===== src/rtl/mult_seq_16.sv =====
// rtl/mult_seq_16.sv - sequential unsigned 16x16 shift-add multiplier with carry-select adder

// csa_16: 16-bit carry-select adder. Low byte ripples; the high byte is
// precomputed for both carry-in values and selected by the low-byte carry.
module csa_16 (
   input  logic [15:0] a,
   input  logic [15:0] b,
   input  logic        cin,
   output logic [15:0] s,
   output logic        c
);
   logic [8:0] lo_sum;
   logic [8:0] hi_sum0;
   logic [8:0] hi_sum1;

   // Both high-byte candidates and the low byte are evaluated in parallel
   always_comb begin
      lo_sum  = {1'b0, a[7:0]} + {1'b0, b[7:0]} + {8'h00, cin};
      hi_sum0 = {1'b0, a[15:8]} + {1'b0, b[15:8]};
      hi_sum1 = {1'b0, a[15:8]} + {1'b0, b[15:8]} + 9'd1;
      s[7:0]  = lo_sum[7:0];
      if (lo_sum[8]) begin
         s[15:8] = hi_sum1[7:0];
         c       = hi_sum1[8];
      end else begin
         s[15:8] = hi_sum0[7:0];
         c       = hi_sum0[8];
      end
   end
endmodule

// mult_seq_16: one add-and-shift step per RUN cycle, 16 steps, then FIN
// publishes the accumulator to product and pulses done.
module mult_seq_16 #(
   parameter int WIDTH = 16,
   parameter int CNT_W = 5
) (
   input  logic               clk,
   input  logic               rst,
   input  logic               start,
   input  logic [WIDTH-1:0]   a,
   input  logic [WIDTH-1:0]   b,
   output logic               busy,
   output logic               done,
   output logic [2*WIDTH-1:0] product
);
   typedef enum logic [1:0] {
      IDLE = 2'd0,
      RUN  = 2'd1,
      FIN  = 2'd2
   } state_t;

   localparam logic [CNT_W-1:0] LAST = CNT_W'(WIDTH - 1);

   state_t             state;
   state_t             state_n;
   logic [2*WIDTH-1:0] acc;
   logic [WIDTH-1:0]   mcand;
   logic [CNT_W-1:0]   cnt;
   logic [WIDTH-1:0]   sum;
   logic               carry;

   // The single adder always adds the multiplicand into the upper accumulator half
   csa_16 u_csa (
      .a   (acc[2*WIDTH-1:WIDTH]),
      .b   (mcand),
      .cin (1'b0),
      .s   (sum),
      .c   (carry)
   );

   // State register
   always_ff @(posedge clk or posedge rst) begin
      if (rst) state <= IDLE;
      else     state <= state_n;
   end

   // Next-state decode: fixed 16 RUN cycles, no early exit
   always_comb begin
      state_n = state;
      case (state)
         IDLE:    if (start) state_n = RUN;
         RUN:     if (cnt == LAST) state_n = FIN;
         FIN:     state_n = IDLE;
         default: state_n = IDLE;
      endcase
   end

   // Datapath: capture operands, add/shift in RUN, publish result in FIN
   always_ff @(posedge clk or posedge rst) begin
      if (rst) begin
         acc     <= '0;
         mcand   <= '0;
         cnt     <= '0;
         product <= '0;
      end else begin
         case (state)
            IDLE: begin
               if (start) begin
                  mcand <= a;
                  acc   <= {{WIDTH{1'b0}}, b};
                  cnt   <= '0;
               end
            end
            RUN: begin
               // Adder carry becomes the 33rd bit and shifts into acc MSB
               if (acc[0]) acc <= {carry, sum, acc[WIDTH-1:1]};
               else        acc <= {1'b0, acc[2*WIDTH-1:WIDTH], acc[WIDTH-1:1]};
               cnt <= cnt + 1'b1;
            end
            FIN:     product <= acc;
            default: ;
         endcase
      end
   end

   // Registered status: busy mirrors RUN, done pulses for one cycle after FIN
   always_ff @(posedge clk or posedge rst) begin
      if (rst) begin
         busy <= 1'b0;
         done <= 1'b0;
      end else begin
         busy <= (state_n == RUN);
         done <= (state == FIN);
      end
   end
endmodule


===== config.mk =====
export PLATFORM = sky130hd
export DESIGN_NAME = mult_seq_16
export DESIGN_NICKNAME = d
export VERILOG_FILES = /design/src/rtl/mult_seq_16.sv
export SDC_FILE = /design/constraint.sdc
export NUM_CORES = 1
export LEC_CHECK = 0
export BUFFER_PORTS_ARGS = -buffer_cell sky130_fd_sc_hd__buf_2
export CORE_MARGIN = 2
export CORE_UTILIZATION = 57
export DETAILED_ROUTE_END_ITERATION = 10
export PLACE_DENSITY = 0.79
export SLEW_MARGIN = 20
export SYNTH_ARGS = -nofsm -noshare
export SYNTH_HDL_FRONTEND = slang
export SYNTH_SLANG_ARGS = --single-unit

===== constraint.sdc =====
create_clock -name clk -period 3.5 [get_ports clk]
set_input_delay 0.35 -clock clk [delete_from_list [all_inputs] [get_ports clk]]
set_output_delay 0.35 -clock clk [all_outputs]
set_load 0.01 [all_outputs]

==> impl_metrics.py, run 1 <==
metrics = {
    "status": {
        "status": "completed",
    },
    "synthesis": {
        "synth-main-ff-cell": "dfrtp_1",
        "synthArstFlopShare_pct": 100.0,
        "syn-num-nets": 449,
        "synth_cell_type_count": 42,
        "syn_area_sq_um": 4369,
        "synth_edf_count": 0,
        "syn_area_per_cell_sq_um": 11.12,
        "syn-instance-count": 393,
        "ys_seq_elements": 89,
        "ys_seq_area_share_pct": 50.97,
        "ys.warnings.count": 0,
    },
    "layout": {
        "drive_above_1_share_pct": 30.90,
        "nNetsFinal": 517,
        "final_common_cell": "dfrtp_1",
        "syn2layout_area_growth_pct": 14.86,
        "fill_cells": 549,
        "final_cell_mix": "dfrtp_1 (89), buf_2 (68), mux2_2 (47)",
        "antenna_cells": 0,
    },
    "floorplanning": {
        "fp-row-count": 31,
        "die_height_microns": 91.55,
        "dieArea_sq_um": 8381,
        "coreArea_sq_um": 7331,
        "initial_core_util_pct": 59.60,
        "ios": 69,
        "die_w_microns": 91.55,
    },
    "clock_tree": {
        "clk_latency_ns": 0.36,
        "clk_path_buf_depth": 2,
        "path_clk_slew_ns": 0.09,
        "cts_tree": "built",
        "cts_inserted_buffers": 9,
        "post-cts-setup-buffer-count": 0,
        "cts_sinks": 89,
        "cts_max_level": 3,
        "hold_buffers": 0,
        "cts_resized": 0,
        "cts-root-buf": "clkbuf_8",
    },
    "setup_path": {
        "path_buf_inv": 0,
        "cp_top_family": "compound AO/OA/AOI/OAI gates",
        "critPathArrivalTime_ns": 2.85,
        "end_kind": "flip-flop",
        "max_stage_delay_ns": 0.44,
        "crit_required_ns": 3.74,
        "crit_type": "flip-flop to flip-flop",
        "crit_chain": "ha_1, fa_1, a211oi_2, o21ai_0, or4_4, a2111oi_2, xor2_1, o21ai_1",
        "cp-start-kind": "flip-flop",
        "crit_slowest_cell": "fa_1",
        "crit_fanout": 4,
    },
    "place": {
        "io_buffers": 68,
        "place.gp.congestion": 0.8878,
        "dp_hpwl_mm": 6.097,
    },
    "job": {
        "drv_cap": 0,
    },
    "route": {
        "ant_nets": 0,
        "via_per_inst": 5.681,
        "vias": 3210,
        "totalWireLength_mm": 8.682,
        "drt-initial-drc-count": 181,
        "wl_per_cell_microns": 15.37,
        "route.detailed.drc": 0,
        "dr.pass1.iters": 5,
    },
    "pwr": {
        "vdd_ir_drop_max_uv": 485.3,
        "leakage_nw": 2.441,
        "power.total_mw": 4.681,
        "cellPowerDensity_nw_per_um2": 932.7,
    },
    "grt": {
        "grt_pass1_wl_mm": 15.21,
        "grt_overflow_total": 0,
        "grt_max_degree": 90,
        "antenna_found_initial": 0,
        "grt_usage_pct": 22.58,
        "grt_pass1_vias": 3213,
    },
    "timing": {
        "setup_violations": 0,
        "rsz0062_at_grt": "no",
        "finalHoldViolations": 0,
        "min_period_ns": 2.619,
        "fmax_mhz": 381.8,
        "slew_violations": 0,
        "worstMarginPinSlew_ns": 0.7893,
        "tns_ns": 0,
        "skew_ns": 0.009568,
        "worst_hold_slack_ns": 0.2018,
        "fin_crit_sh_pct": 74.83,
        "max_slew_margin_pct": 47.38,
    },
    "hold_path": {
        "holdCritPathClass": "primary input to asynchronous set/reset pin",
    },
}
Yosys cell counts, types with 2 or more instances:
cell type  number  area share, %
a211oi_1        2           0.34
a21o_1          4           0.69
a21oi_1        15            1.7
a22o_1          2           0.40
a22oi_1        19            3.3
a32oi_1         3           0.60
and3_1          2           0.29
buf_1           2           0.17
clkbuf_1       15            1.3
dfrtp_1        89             51
fa_1            2           0.92
ha_1           19            5.4
inv_1           9           0.77
mux2_2         47             12
mux2i_1         6            1.4
nand2_1        39            3.4
nand2b_1        2           0.29
nand3_1         8           0.92
nand3b_1        2           0.34
nand4_1         2           0.29
nor2_1         19            1.6
nor2b_1         3           0.43
nor3_1          2           0.23
o2111ai_1       2           0.40
o211ai_1        3           0.52
o21ai_0        44            5.0
o21bai_1        3           0.52
xnor2_1        11            2.2
xor2_1          4           0.80
layout make-up:
type	count	area [sq um]	share of cell area, %
Clock inverter	3	23.77	0.4737
Inverter	9	35.03	0.6981
Sequential cell	89	2227	44.38
Clock buffer	13	168.9	3.366
Timing Repair Buffer	74	389.1	7.754
Multi-Input combinational cell	278	2051	40.86
Tap cell	99	123.9	2.468
kinds of logic (layout without fill, tap and decap cells):
logic type      Yosys count  in the layout  share of synthesized area [%]
flops                    89             89                          50.97
mux                      53             53                          13.49
compound gates          104            104                          14.98
fa+ha+maj                21             21                          6.357
simple gates             85             85                          8.963
buf+inv                  26             99                          2.234
xor+xnor                 15             15                          3.007
worst register-to-register path: cells and delay by family, from the launching register on:
family	cells	cell delay, ns
AOI/OAI and AO/OA	4	0.77
DFF	1	0.42
and+or+nand+nor	1	0.44
xor gates and xnor gates	1	0.18
adders and majority gates	2	0.69
flip-flops by register name, indices dropped and copies added (netlist names):
register	count
acc	32
busy	1
done	1
mcand	16
product	32
state	2
cnt	5
path summary, 6_finish.rpt:
check / to / start / cells past startpoint / slack, ns
setup / recovery: acc[31] / acc[24] / 8 / 0.88
hold / removal: product[3] / rst / 3 / 0.20
setup reg to reg: acc[31] / acc[24] / 8 / 0.88
hold reg to reg: cnt[3] / cnt[3] / 1 / 0.48
max in group asynchronous: mcand[11] / rst / 3 / 2.77
min in group clk: mcand[2] / a[2] / 2 / 0.22
through the flow:
| stage | area (sq um) | utilization (%) | std cells | worst slack [ns] |
|---|---|---|---|---|
| after floorplan | 4369 | - | 393 | 0.8431 |
| after global placement | 4820 | 65.75 | 549 | 0.9411 |
| after detailed placement | 4820 | 65.75 | 549 | 0.8793 |
| after CTS | 5012 | 68.37 | 565 | 0.8729 |
| after global routing | 5019 | 68.46 | 565 | 0.7365 |
| final | 5019 | 68.46 | 565 | 0.8811 |
routing by layer:
metal	wire length (microns)	GRT usage, %
met1	3918	30.71
met4	144	8.333
met2	4214	36.64
met3	405	3.568
met5	0	0
power breakdown:
group	total [mW]	switching, mW	internal (mW)
clock network	0.681	0.363	0.318
registers	1.78	0.352	1.43
logic	2.22	1.18	1.04
Note: power is estimated with default switching activity, not from simulation.
==> inputs of run 2 (changes only) <==
Settings changed: ABC_AREA set to 1.
Clock period 3.5 ns to 2.55 ns, I/O delays scaled along.
==> impl_metrics.py, run 2 <==
metrics = {
    "pwr": {
        "power.total_mw": 7.486,
        "leakage_nw": 2.670,
        "cellPowerDensity_nw_per_um2": 1443,
        "vdd_ir_drop_max_uv": 921.5,
    },
    "timing": {
        "min_period_ns": 2.143,
        "max_slew_margin_pct": 58.73,
        "rsz0062_at_grt": "no",
        "worst_hold_slack_ns": -0.03636,
        "finalHoldViolations": 10,
        "fmax_mhz": 466.6,
        "slew_violations": 0,
        "setup_violations": 0,
        "tns_ns": 0,
        "worstMarginPinSlew_ns": 0.6184,
        "skew_ns": 0.007260,
        "fin_crit_sh_pct": 84.04,
        "setup_slack_ns": 0.4069,
    },
    "route": {
        "ant_nets": 0,
        "dr.pass1.iters": 4,
        "route.detailed.drc": 0,
        "totalWireLength_mm": 9.779,
        "via_per_inst": 5.539,
        "vias": 3761,
        "wl_per_cell_microns": 14.40,
        "drt-initial-drc-count": 231,
    },
    "setup_path": {
        "crit_slowest_cell": "fa_1",
        "crit_fanout": 4,
        "path_buf_inv": 1,
        "end_kind": "flip-flop",
        "cp_top_family": "adder cells",
        "crit_chain": "ha_1, fa_1, xnor2_1, inv_1, nand2_1, nor2_1, o21ai_0, o21ai_0, nand2_1",
        "cp-start-kind": "flip-flop",
        "critPathArrivalTime_ns": 2.39,
        "max_stage_delay_ns": 0.44,
        "crit_required_ns": 2.80,
        "crit_type": "flip-flop to flip-flop",
    },
    "synthesis": {
        "syn_area_sq_um": 4572,
        "yosysMostFrequentCell": "nand2_1",
        "ys.warnings.count": 0,
        "syn-instance-count": 509,
        "synth-main-ff-cell": "dfrtp_1",
        "synthArstFlopShare_pct": 100.0,
        "netlist_top_cells_area": "dfrtp_1 (49%), nand2_1 (9.6%), ha_1 (5.2%)",
        "synth_top_cell_by_area": "dfrtp_1",
        "synth_common_cells": "nand2_1 (117), dfrtp_1 (89), inv_1 (62), o21ai_0 (47), nand3_1 (25)",
        "synth_edf_count": 0,
        "synth_cell_type_count": 38,
        "syn-num-nets": 565,
        "yosysTopAreaCellShare_pct": 48.71,
        "ys_seq_elements": 89,
        "syn_area_per_cell_sq_um": 8.982,
        "ys_seq_area_share_pct": 48.71,
    },
    "grt": {
        "grt_pass1_vias": 3658,
        "grt_usage_pct": 23.92,
        "grt_overflow_total": 0,
        "grt_pass1_wl_mm": 16.58,
        "antenna_found_initial": 0,
        "grt_max_degree": 90,
    },
    "status": {
        "status": "finished, violations left",
        "violations": "hold timing",
    },
    "layout": {
        "final_area_sq_um": 5189,
        "multi_input_area_sq_um": 1973,
        "ff_latch_area_sq_um": 2227,
        "fill_cells": 660,
        "syn2layout_area_growth_pct": 13.49,
        "final_common_cell": "nand2_1",
        "nNetsFinal": 628,
        "antenna_cells": 0,
        "final_cell_mix": "nand2_1 (117), dfrtp_1 (89), buf_2 (68)",
        "instances_no_fill": 679,
        "largestRegisters": "acc: 32 flops, product: 32 flops, mcand: 16 flops",
        "drive_above_1_share_pct": 20.80,
    },
    "place": {
        "place_ws_ns": 0.4565,
        "dp_hpwl_mm": 6.793,
        "place.gp.congestion": 0.9156,
        "placed_cell_area_sq_um": 4982,
        "placedCellCount": 663,
        "io_buffers": 68,
    },
    "clock_tree": {
        "clk_path_buf_depth": 2,
        "clk_latency_ns": 0.36,
        "cts_inserted_buffers": 9,
        "post-cts-setup-buffer-count": 0,
        "cts_tree": "built",
        "hold_buffers": 0,
        "cts_max_level": 3,
        "path_clk_slew_ns": 0.09,
        "cts_resized": 0,
        "cts_sinks": 89,
        "cts-root-buf": "clkbuf_8",
    },
    "floorplanning": {
        "dieArea_sq_um": 8753,
        "fp-row-count": 32,
        "coreArea_sq_um": 7767,
        "die_height_microns": 93.56,
        "ios": 69,
        "die_w_microns": 93.56,
        "initial_core_util_pct": 58.86,
    },
    "job": {
        "drv_cap": 0,
    },
    "hold_path": {
        "holdCritPathClass": "primary input to asynchronous set/reset pin",
    },
}
run 2: cell count changes after synthesis, moves of 6 or more:
cell      before  now
xnor2_1       11    1
nand4_1        2   18
inv_1          9   62
mux2i_1        6    0
nand3_1        8   25
a21oi_1       15   21
a22oi_1       19    0
o22ai_1        0    6
inv_2          0    6
mux2_2        47   12
nand2_1       39  117
o221ai_1       0   15
run 2: layout make-up:
class,instances,area share [%]
clock inverters,4,0.9887
flip-flops and latches,89,42.92
repair buffers,72,7.620
well taps,102,2.460
multi-input cells,332,38.03
inverters,68,4.992
clock buffers,12,2.990
run 2: path summary, 6_finish.rpt:
path	startpoint	to	slack [ns]	cells after the start
max in group asynchronous	rst	acc[23]	2.13	3
worst min-delay path	rst	product[6]	-0.04	3
worst min register to register	product[13]	product[13]	0.48	2
worst max-delay path	acc[24]	acc[27]	0.41	9
min in group clk	a[2]	mcand[2]	0.11	2
worst max register to register	acc[24]	acc[27]	0.41	9
run 2: per-stage QoR:
stage / hold WS [ns] / utilization, %
after global routing: 0.06919 / 66.80
after detailed placement: 0.4313 / 64.14
after global placement: 0.4211 / 64.14
final: -0.03636 / 66.80
after CTS: 0.04271 / 66.80
after floorplan: 0.3867 / -
run 2: cells by family after synthesis:
group           after synthesis  share of synthesized area (%)
xor+xnor                      6                          1.149
fa+ha+maj                    21                          6.076
simple gates                191                          19.29
buf+inv                      88                          8.128
compound gates               98                          12.70
flops                        89                          48.71
mux                          16                          3.941
run 2: tightest hold or removal path: stages:
cell and delay, ns:
buf_2 0.11, clkinvlp_4 0.07, buf_12 0.32
run 2: routing by layer:
metal | track usage [%] | wire [microns] | vias to the layer above
met5 | 0 | 0 | -
li1 | - | - | 1828
met2 | 40.59 | 4876 | 93
met4 | 7.488 | 129 | 0
met3 | 3.787 | 451 | 15
met1 | 31.66 | 4321 | 1825
run 2: power breakdown:
group | switching (mW) | total [mW] | internal, mW
Sequential | 0.408 | 2.44 | 2.03
Clock | 0.494 | 1.00 | 0.507
Combinational | 2.49 | 4.04 | 1.56
